## src/rtl/mul_div_if.sv

```systemverilog
// Request/response bundle between the core and the iterative multiply/divide unit.
// The core drives the request side (master); the unit drives busy and the result (slave).
interface mul_div_if #(
    parameter int unsigned DATA_W = 64,
    parameter int unsigned TAG_W  = 5
);
    logic              start;
    logic              flush;
    logic [2:0]        op;
    logic [DATA_W-1:0] operand_a;
    logic [DATA_W-1:0] operand_b;
    logic [TAG_W-1:0]  tag_in;
    logic              busy;
    logic              result_valid;
    logic [DATA_W-1:0] result;
    logic [TAG_W-1:0]  tag_out;

    modport master (
        output start, flush, op, operand_a, operand_b, tag_in,
        input  busy, result_valid, result, tag_out
    );

    modport slave (
        input  start, flush, op, operand_a, operand_b, tag_in,
        output busy, result_valid, result, tag_out
    );
endinterface

```

## src/rtl/mul_div_unit.sv

```systemverilog
// Iterative RV64M multiply/divide unit: shift-add multiplier and restoring divider sharing
// one hi/lo register pair, one bit per cycle, with a tag carried alongside each operation.
module mul_div_unit #(
    parameter int unsigned DATA_W = 64,
    parameter int unsigned TAG_W  = 5
) (
    input  logic     clk,
    input  logic     arst_n,
    mul_div_if.slave bus
);

    localparam int unsigned CntW = $clog2(DATA_W) + 1;
    localparam logic [CntW-1:0] CntLast = CntW'(DATA_W - 1);
    localparam logic [DATA_W-1:0] MinNeg = {1'b1, {(DATA_W-1){1'b0}}};

    localparam logic [2:0] OpMul    = 3'b000;
    localparam logic [2:0] OpMulh   = 3'b001;
    localparam logic [2:0] OpMulhsu = 3'b010;
    localparam logic [2:0] OpDiv    = 3'b100;
    localparam logic [2:0] OpRem    = 3'b110;

    typedef enum logic [1:0] {StIdle, StCalc, StFix, StDone} state_e;

    state_e            state_q;
    logic [2:0]        op_q;
    logic              neg_q;
    logic              rem_neg_q;
    logic [DATA_W-1:0] opnd_q;
    logic [DATA_W-1:0] hi_q;
    logic [DATA_W-1:0] lo_q;
    logic [CntW-1:0]   cnt_q;
    logic [TAG_W-1:0]  tag_q;
    logic              busy_q;
    logic              valid_q;
    logic [DATA_W-1:0] result_q;
    logic [TAG_W-1:0]  tag_out_q;

    // Accept-time decode
    logic              in_div;
    logic              in_sign_a;
    logic              in_sign_b;
    logic              in_neg_a;
    logic              in_neg_b;
    logic [DATA_W-1:0] abs_a;
    logic [DATA_W-1:0] abs_b;
    logic              div_zero;
    logic              div_ovf;
    logic              fast_path;
    logic [DATA_W-1:0] fast_res;
    logic              accept;

    always_comb begin
        in_div    = bus.op[2];
        in_sign_a = (bus.op == OpMulh) || (bus.op == OpMulhsu) ||
                    (bus.op == OpDiv)  || (bus.op == OpRem);
        in_sign_b = (bus.op == OpMulh) || (bus.op == OpDiv) || (bus.op == OpRem);
        in_neg_a  = in_sign_a & bus.operand_a[DATA_W-1];
        in_neg_b  = in_sign_b & bus.operand_b[DATA_W-1];
        abs_a     = in_neg_a ? -bus.operand_a : bus.operand_a;
        abs_b     = in_neg_b ? -bus.operand_b : bus.operand_b;
        div_zero  = (bus.operand_b == '0);
        // op[0] clear means a signed divide/remainder
        div_ovf   = in_div && !bus.op[0] && (bus.operand_a == MinNeg) && (bus.operand_b == '1);
        fast_path = in_div && (div_zero || div_ovf);
        if (div_zero) begin
            fast_res = bus.op[1] ? bus.operand_a : '1;
        end else begin
            fast_res = bus.op[1] ? '0 : bus.operand_a;
        end
        accept    = bus.start && ((state_q == StIdle) || (state_q == StDone));
    end

    // One iteration of either datapath
    logic [DATA_W:0]   mul_sum;
    logic              div_top;
    logic [DATA_W-1:0] div_rem;
    logic              div_ge;
    logic [DATA_W-1:0] step_hi;
    logic [DATA_W-1:0] step_lo;

    always_comb begin
        mul_sum = {1'b0, hi_q} + (lo_q[0] ? {1'b0, opnd_q} : {(DATA_W+1){1'b0}});
        // Partial remainder shifted left; div_top is the bit that falls off the top
        div_top = hi_q[DATA_W-1];
        div_rem = {hi_q[DATA_W-2:0], lo_q[DATA_W-1]};
        div_ge  = div_top || (div_rem >= opnd_q);
        if (op_q[2]) begin
            step_hi = div_ge ? (div_rem - opnd_q) : div_rem;
            step_lo = {lo_q[DATA_W-2:0], div_ge};
        end else begin
            step_hi = mul_sum[DATA_W:1];
            step_lo = {mul_sum[0], lo_q[DATA_W-1:1]};
        end
    end

    // Sign correction and half selection
    logic [2*DATA_W-1:0] prod_mag;
    logic [2*DATA_W-1:0] prod_sgn;
    logic [DATA_W-1:0]   quo_sgn;
    logic [DATA_W-1:0]   rem_sgn;
    logic [DATA_W-1:0]   fix_res;

    always_comb begin
        prod_mag = {hi_q, lo_q};
        prod_sgn = neg_q ? -prod_mag : prod_mag;
        quo_sgn  = neg_q ? -lo_q : lo_q;
        rem_sgn  = rem_neg_q ? -hi_q : hi_q;
        fix_res  = '0;
        if (!op_q[2]) begin
            fix_res = (op_q == OpMul) ? prod_sgn[DATA_W-1:0] : prod_sgn[2*DATA_W-1:DATA_W];
        end else begin
            fix_res = op_q[1] ? rem_sgn : quo_sgn;
        end
    end

    always_ff @(posedge clk or negedge arst_n) begin
        if (!arst_n) begin
            state_q   <= StIdle;
            op_q      <= '0;
            neg_q     <= 1'b0;
            rem_neg_q <= 1'b0;
            opnd_q    <= '0;
            hi_q      <= '0;
            lo_q      <= '0;
            cnt_q     <= '0;
            tag_q     <= '0;
            busy_q    <= 1'b0;
            valid_q   <= 1'b0;
            result_q  <= '0;
            tag_out_q <= '0;
        end else if (bus.flush) begin
            state_q <= StIdle;
            busy_q  <= 1'b0;
            valid_q <= 1'b0;
        end else if (accept) begin
            op_q      <= bus.op;
            tag_q     <= bus.tag_in;
            neg_q     <= in_neg_a ^ in_neg_b;
            rem_neg_q <= in_neg_a;
            opnd_q    <= in_div ? abs_b : abs_a;
            lo_q      <= in_div ? abs_a : abs_b;
            hi_q      <= '0;
            cnt_q     <= '0;
            if (fast_path) begin
                state_q   <= StDone;
                busy_q    <= 1'b0;
                valid_q   <= 1'b1;
                result_q  <= fast_res;
                tag_out_q <= bus.tag_in;
            end else begin
                state_q <= StCalc;
                busy_q  <= 1'b1;
                valid_q <= 1'b0;
            end
        end else begin
            unique case (state_q)
                StIdle: begin
                    valid_q <= 1'b0;
                end
                StCalc: begin
                    hi_q  <= step_hi;
                    lo_q  <= step_lo;
                    cnt_q <= cnt_q + CntW'(1);
                    if (cnt_q == CntLast) begin
                        state_q <= StFix;
                    end
                end
                StFix: begin
                    state_q   <= StDone;
                    busy_q    <= 1'b0;
                    valid_q   <= 1'b1;
                    result_q  <= fix_res;
                    tag_out_q <= tag_q;
                end
                StDone: begin
                    state_q <= StIdle;
                    valid_q <= 1'b0;
                end
                default: begin
                    state_q <= StIdle;
                end
            endcase
        end
    end

    assign bus.busy         = busy_q;
    assign bus.result_valid = valid_q;
    assign bus.result       = result_q;
    assign bus.tag_out      = tag_out_q;

endmodule
```

## src/flat_wrapper.sv

```systemverilog
// flat-port wrapper written by rule: the top's interface ports become plain ports
module mul_div_unit_flat 
#(
    parameter int unsigned DATA_W = 64,
    parameter int unsigned TAG_W  = 5
)
  (clk, arst_n, bus_start, bus_flush, bus_op, bus_operand_a, bus_operand_b, bus_tag_in, bus_busy, bus_result_valid, bus_result, bus_tag_out);
  mul_div_if #(.DATA_W(DATA_W), .TAG_W(TAG_W)) bus_i ();
  input  logic clk;
  input  logic arst_n;
  input wire logic [$bits(bus_i.start)-1:0] bus_start;
  input wire logic [$bits(bus_i.flush)-1:0] bus_flush;
  input wire logic [$bits(bus_i.op)-1:0] bus_op;
  input wire logic [$bits(bus_i.operand_a)-1:0] bus_operand_a;
  input wire logic [$bits(bus_i.operand_b)-1:0] bus_operand_b;
  input wire logic [$bits(bus_i.tag_in)-1:0] bus_tag_in;
  output wire logic [$bits(bus_i.busy)-1:0] bus_busy;
  output wire logic [$bits(bus_i.result_valid)-1:0] bus_result_valid;
  output wire logic [$bits(bus_i.result)-1:0] bus_result;
  output wire logic [$bits(bus_i.tag_out)-1:0] bus_tag_out;
  assign bus_i.start = bus_start;
  assign bus_i.flush = bus_flush;
  assign bus_i.op = bus_op;
  assign bus_i.operand_a = bus_operand_a;
  assign bus_i.operand_b = bus_operand_b;
  assign bus_i.tag_in = bus_tag_in;
  assign bus_busy = bus_i.busy;
  assign bus_result_valid = bus_i.result_valid;
  assign bus_result = bus_i.result;
  assign bus_tag_out = bus_i.tag_out;
  mul_div_unit #(.DATA_W(DATA_W), .TAG_W(TAG_W)) u_core (.clk(clk), .arst_n(arst_n), .bus(bus_i));
endmodule
```

## config.mk

```make
export PLATFORM = sky130hd
export DESIGN_NAME = mul_div_unit_flat
export DESIGN_NICKNAME = d
export VERILOG_FILES = /design/src/rtl/mul_div_if.sv /design/src/rtl/mul_div_unit.sv /design/src/flat_wrapper.sv
export SDC_FILE = /design/constraint.sdc
export NUM_CORES = 2
export LEC_CHECK = 0
export BUFFER_PORTS_ARGS = -buffer_cell sky130_fd_sc_hd__clkbuf_2
export CAP_MARGIN = 0
export CORE_UTILIZATION = 35
export DETAILED_ROUTE_END_ITERATION = 8
export GPL_TIMING_DRIVEN = 0
export PLACE_DENSITY_LB_ADDON = 0.25
export SLEW_MARGIN = 20
export SYNTH_ARGS = -nofsm -noshare
export SYNTH_HDL_FRONTEND = slang
export SYNTH_SLANG_ARGS = --single-unit
```

## constraint.sdc

```tcl
create_clock -name clk -period 4.7 [get_ports clk]
set_input_delay 0.235 -clock clk [delete_from_list [all_inputs] [get_ports clk]]
set_output_delay 0.235 -clock clk [all_outputs]
set_load 0.02 [all_outputs]
```

==> results.toml <==
[yosys]
synth_seq_cells = 282
synth_fp_nets = 4767
synth_edf_count = 0
yosys.area.top_type_share_pct = 22.3
synth_area_leader_cell = "dfrtp_1"
syn-cell-area_mm2 = 0.0316
ys_types = 84
async_reset_ff_share_pct = 100
synthTopCellsByArea = "dfrtp_1 22%, a21oi_1 7.7%, o21ai_0 6.7%, nor2_1 6.6%, xor2_1 6.3%"
yosys_warnings = 0
synthCells = 4486
avgSynthCellArea_um2 = 7.05
ys.flop_type = "dfrtp_1"
synth-seq-area-share_pct = 22.3

[setup_path]
slowest_delay_ns = 0.56
reg2reg_to = "u_core.bus.result[52]$_DFFE_PN0P_"
r2r_slack_ns = -0.07
cpMostUsedCell = "buf_4"
arrival_ns = 5.23
critPathKind = "reg -> reg"
critPathCaptureType = "flop"
startpoint_type = "flop"
required_ns = 5.16
critPathMaxFanout = 10
worstReg2RegStart = "u_core.lo_q[0]$_DFFE_PN0P_"
cp_cell_sequence = "inv_6 -> buf_4 -> ha_1 -> nand3b_1 -> buf_4 -> nor2_2 -> and3_1 -> nand4_1 -> nor3_1 -> nand2_1 -> mux2i_1 -> o221ai_1 -> o21ai_2 -> o21ai_1"
cpMaxStageDelayCell = "nor3_1"
rr_worst_depth = 14

[route]
viasPerCell = 6.30
wire_per_inst_um = 31.3
drcViolationCount = 0
antenna_left = 0
vias = 37449
dr.pass1.iters = 6
wl_um = 186000
drt_iter0_drc = 4711

[min_path]
min_to = "u_core.bus.result[26]$_DFFE_PN0P_"
hold_start = "bus_operand_a[26]"
hold_path.class = "in -> reg"
whs_path_depth = 3

[floorplan]
core-area_mm2 = 0.0889
die-height_um = 303
start_util_pct = 35.6
rows = 109
pin_count = 211
dieWidth_um = 303
dieArea_mm2 = 0.0916

[global_route]
grt_usage_pct = 39.5
grt_max_degree = 79
antenna_found_initial = 10
grt_pass1_wl_um = 258000
gr-total-overflow = 0
first_global_vias = 34580

[timing]
hold_violations = 0
slew_headroom_pct = 10.8
skew_ns = 0.0300
layout_setup_ws_ns = -0.0703
maxSlewViolCount = 0
setup_violations = 3
min_period_ns = 4.77
fin_crit_sh_pct = 101
max_freq_mhz = 210
whs_ns = 0.0719
max_slew.worst_pin.slew_ns = 1.34

[cts]
clock-sinks = 282
clk_latency_ns = 0.59
clockRootBuffer = "clkbuf_16"
cts_tree = "yes"
cts_made_buffers = 36
htree_num_levels = 2
clk_path_buf_depth = 3
clkTransAtPathRegs_ns = 0.08

[layout]
final_cell_mix = "551 x nor2_1, 520 x nand2_1, 478 x a21oi_1, 420 x o21ai_0, 289 x clkbuf_1"
final_util_pct = 40.5
area_growth_pct = 13.9
fin_cells = 5940
nNetsFinal = 5027
layout_commonest_cell = "nor2_1"
drive_above_1_share_pct = 8.99

[placed_design]
dp_slack_ns = -1.42
post-place-cells = 5863
dp_hpwl_um = 151000
portBuffers = 206
gp_congestion = 1.07

[pwr]
p_total_w = 0.0332
leakagePower_nw = 15.4
ir_worst_vdd_mv = 0.395
p_per_area_mw_per_mm2 = 921

[job]
maxCapViolations = 0

[outcome]
status = "complete, but fails checks"
violations = "setup timing"
where the power goes:
group | leakage (nW) | switching, W | internal, W
clock network | 0.623 | 0.00128 | 0.00183
logic | 11.2 | 0.0177 | 0.00752
registers | 3.56 | 0.00139 | 0.00351
flip-flops by register name (all words and copies together) (netlist names):
signal and flops:
u_core.hi_q 64, u_core.bus.result_valid 1, u_core.rem_neg_q 1, u_core.bus.tag_out 5, u_core.neg_q 1, u_core.bus.busy 1
u_core.state_q 2, u_core.opnd_q 64, u_core.tag_q 5, u_core.cnt_q 7, u_core.op_q 3, u_core.lo_q 64
u_core.bus.result 64
repair_timing:
item | in CTS | in global routing
hold buffers | 8 | 0
cloned | 0 | 0
setup buffers | 5 | 7
resized for setup | 51 | 53
pin swaps | 7 | 9
endpoints found under the hold margin | 64 | 0
endpoints found under the setup margin | 133 | 55
how the worst max path moves through the flow:
stage                                   endpoint                       start  cells past startpoint
6_report       u_core.bus.result[52]$_DFFE_PN0P_  u_core.lo_q[0]$_DFFE_PN0P_                     14
5_1_grt              u_core.hi_q[58]$_DFFE_PN0P_  u_core.lo_q[0]$_DFFE_PN0P_                     16
4_1_cts              u_core.hi_q[58]$_DFFE_PN0P_  u_core.lo_q[0]$_DFFE_PN0P_                     16
3_5_place_dp   u_core.bus.result[47]$_DFFE_PN0P_           bus_operand_b[14]                     14
3_3_place_gp          u_core.hi_q[6]$_DFFE_PN0P_                      arst_n                      1
2_1_floorplan        u_core.hi_q[60]$_DFFE_PN0P_  u_core.lo_q[0]$_DFFE_PN0P_                     16
worst max-delay path, delay by kind of cell (launching register included):
kind,cells,cell delay [ns]
AOI/OAI and AO/OA,3,0.73
and+or+nand+nor,6,2.04
muxes,1,0.27
adders and majority gates,1,0.29
DFF,1,0.53
buffers and inverters,3,0.74
per-stage QoR:
step                      TNS (ns)  cell area (µm²)
after floorplan                  0            31600
final                      -0.0900            36000
after CTS                        0            35800
after detailed placement   -105.64            34300
after global placement    -1010.99            34100
after global routing      -0.00844            36000
cells in the mapped netlist (8+ instances only):
library cell,n
a211o_1,11
a211oi_1,35
a21boi_0,14
a21o_1,75
a21oi_1,489
a221oi_1,28
a22o_1,13
a22oi_1,18
a31oi_1,46
and2_1,24
and3_1,29
buf_1,27
buf_2,19
clkbuf_1,307
dfrtp_1,282
ha_1,139
inv_1,119
mux2_2,12
mux2i_1,102
nand2_1,520
nand2b_1,34
nand3_1,53
nand4_1,74
nor2_1,554
nor2b_1,16
nor3_1,85
nor4_1,41
o211ai_1,71
o21a_1,19
o21ai_0,425
o21ai_1,27
o21bai_1,29
o221ai_1,29
o22ai_1,12
o311ai_1,8
o31ai_1,56
o41ai_1,13
or2_2,14
or3_1,42
or4_1,42
xnor2_1,194
xor2_1,228
area by class of cell:
cell class	instances	area (µm²)
plain buffers	345	1360
fillers	9671	52900
repair buffers	232	1310
clock inverters	13	190
multi-input cells	3728	23100
flip-flops and latches	282	7060
well taps	1165	1460
inverters	121	463
diodes	4	10.0
clock buffers	50	1080
kinds of logic after synthesis:
family	after synthesis	share of synthesized area [%]
and+or+nand+nor	1570	22.7
AOI/OAI and AO/OA	1481	28.3
buffers and inverters	476	5.76
xor gates and xnor gates	422	11.7
DFF	282	22.3
adders and majority gates	141	5.63
muxes	114	3.66
per-layer routing:
| layer | global-route usage [%] | up-vias | part of all wire, % |
|---|---|---|---|
| met2 | 59.0 | 2300 | 42 |
| met3 | 7.72 | 472 | 10 |
| met1 | 52.3 | 18104 | 41 |
| met5 | 0 | - | 0.022 |
| met4 | 24.0 | 6 | 7.1 |
| li1 | - | 16567 | - |
(Power assumes the default switching activity.)
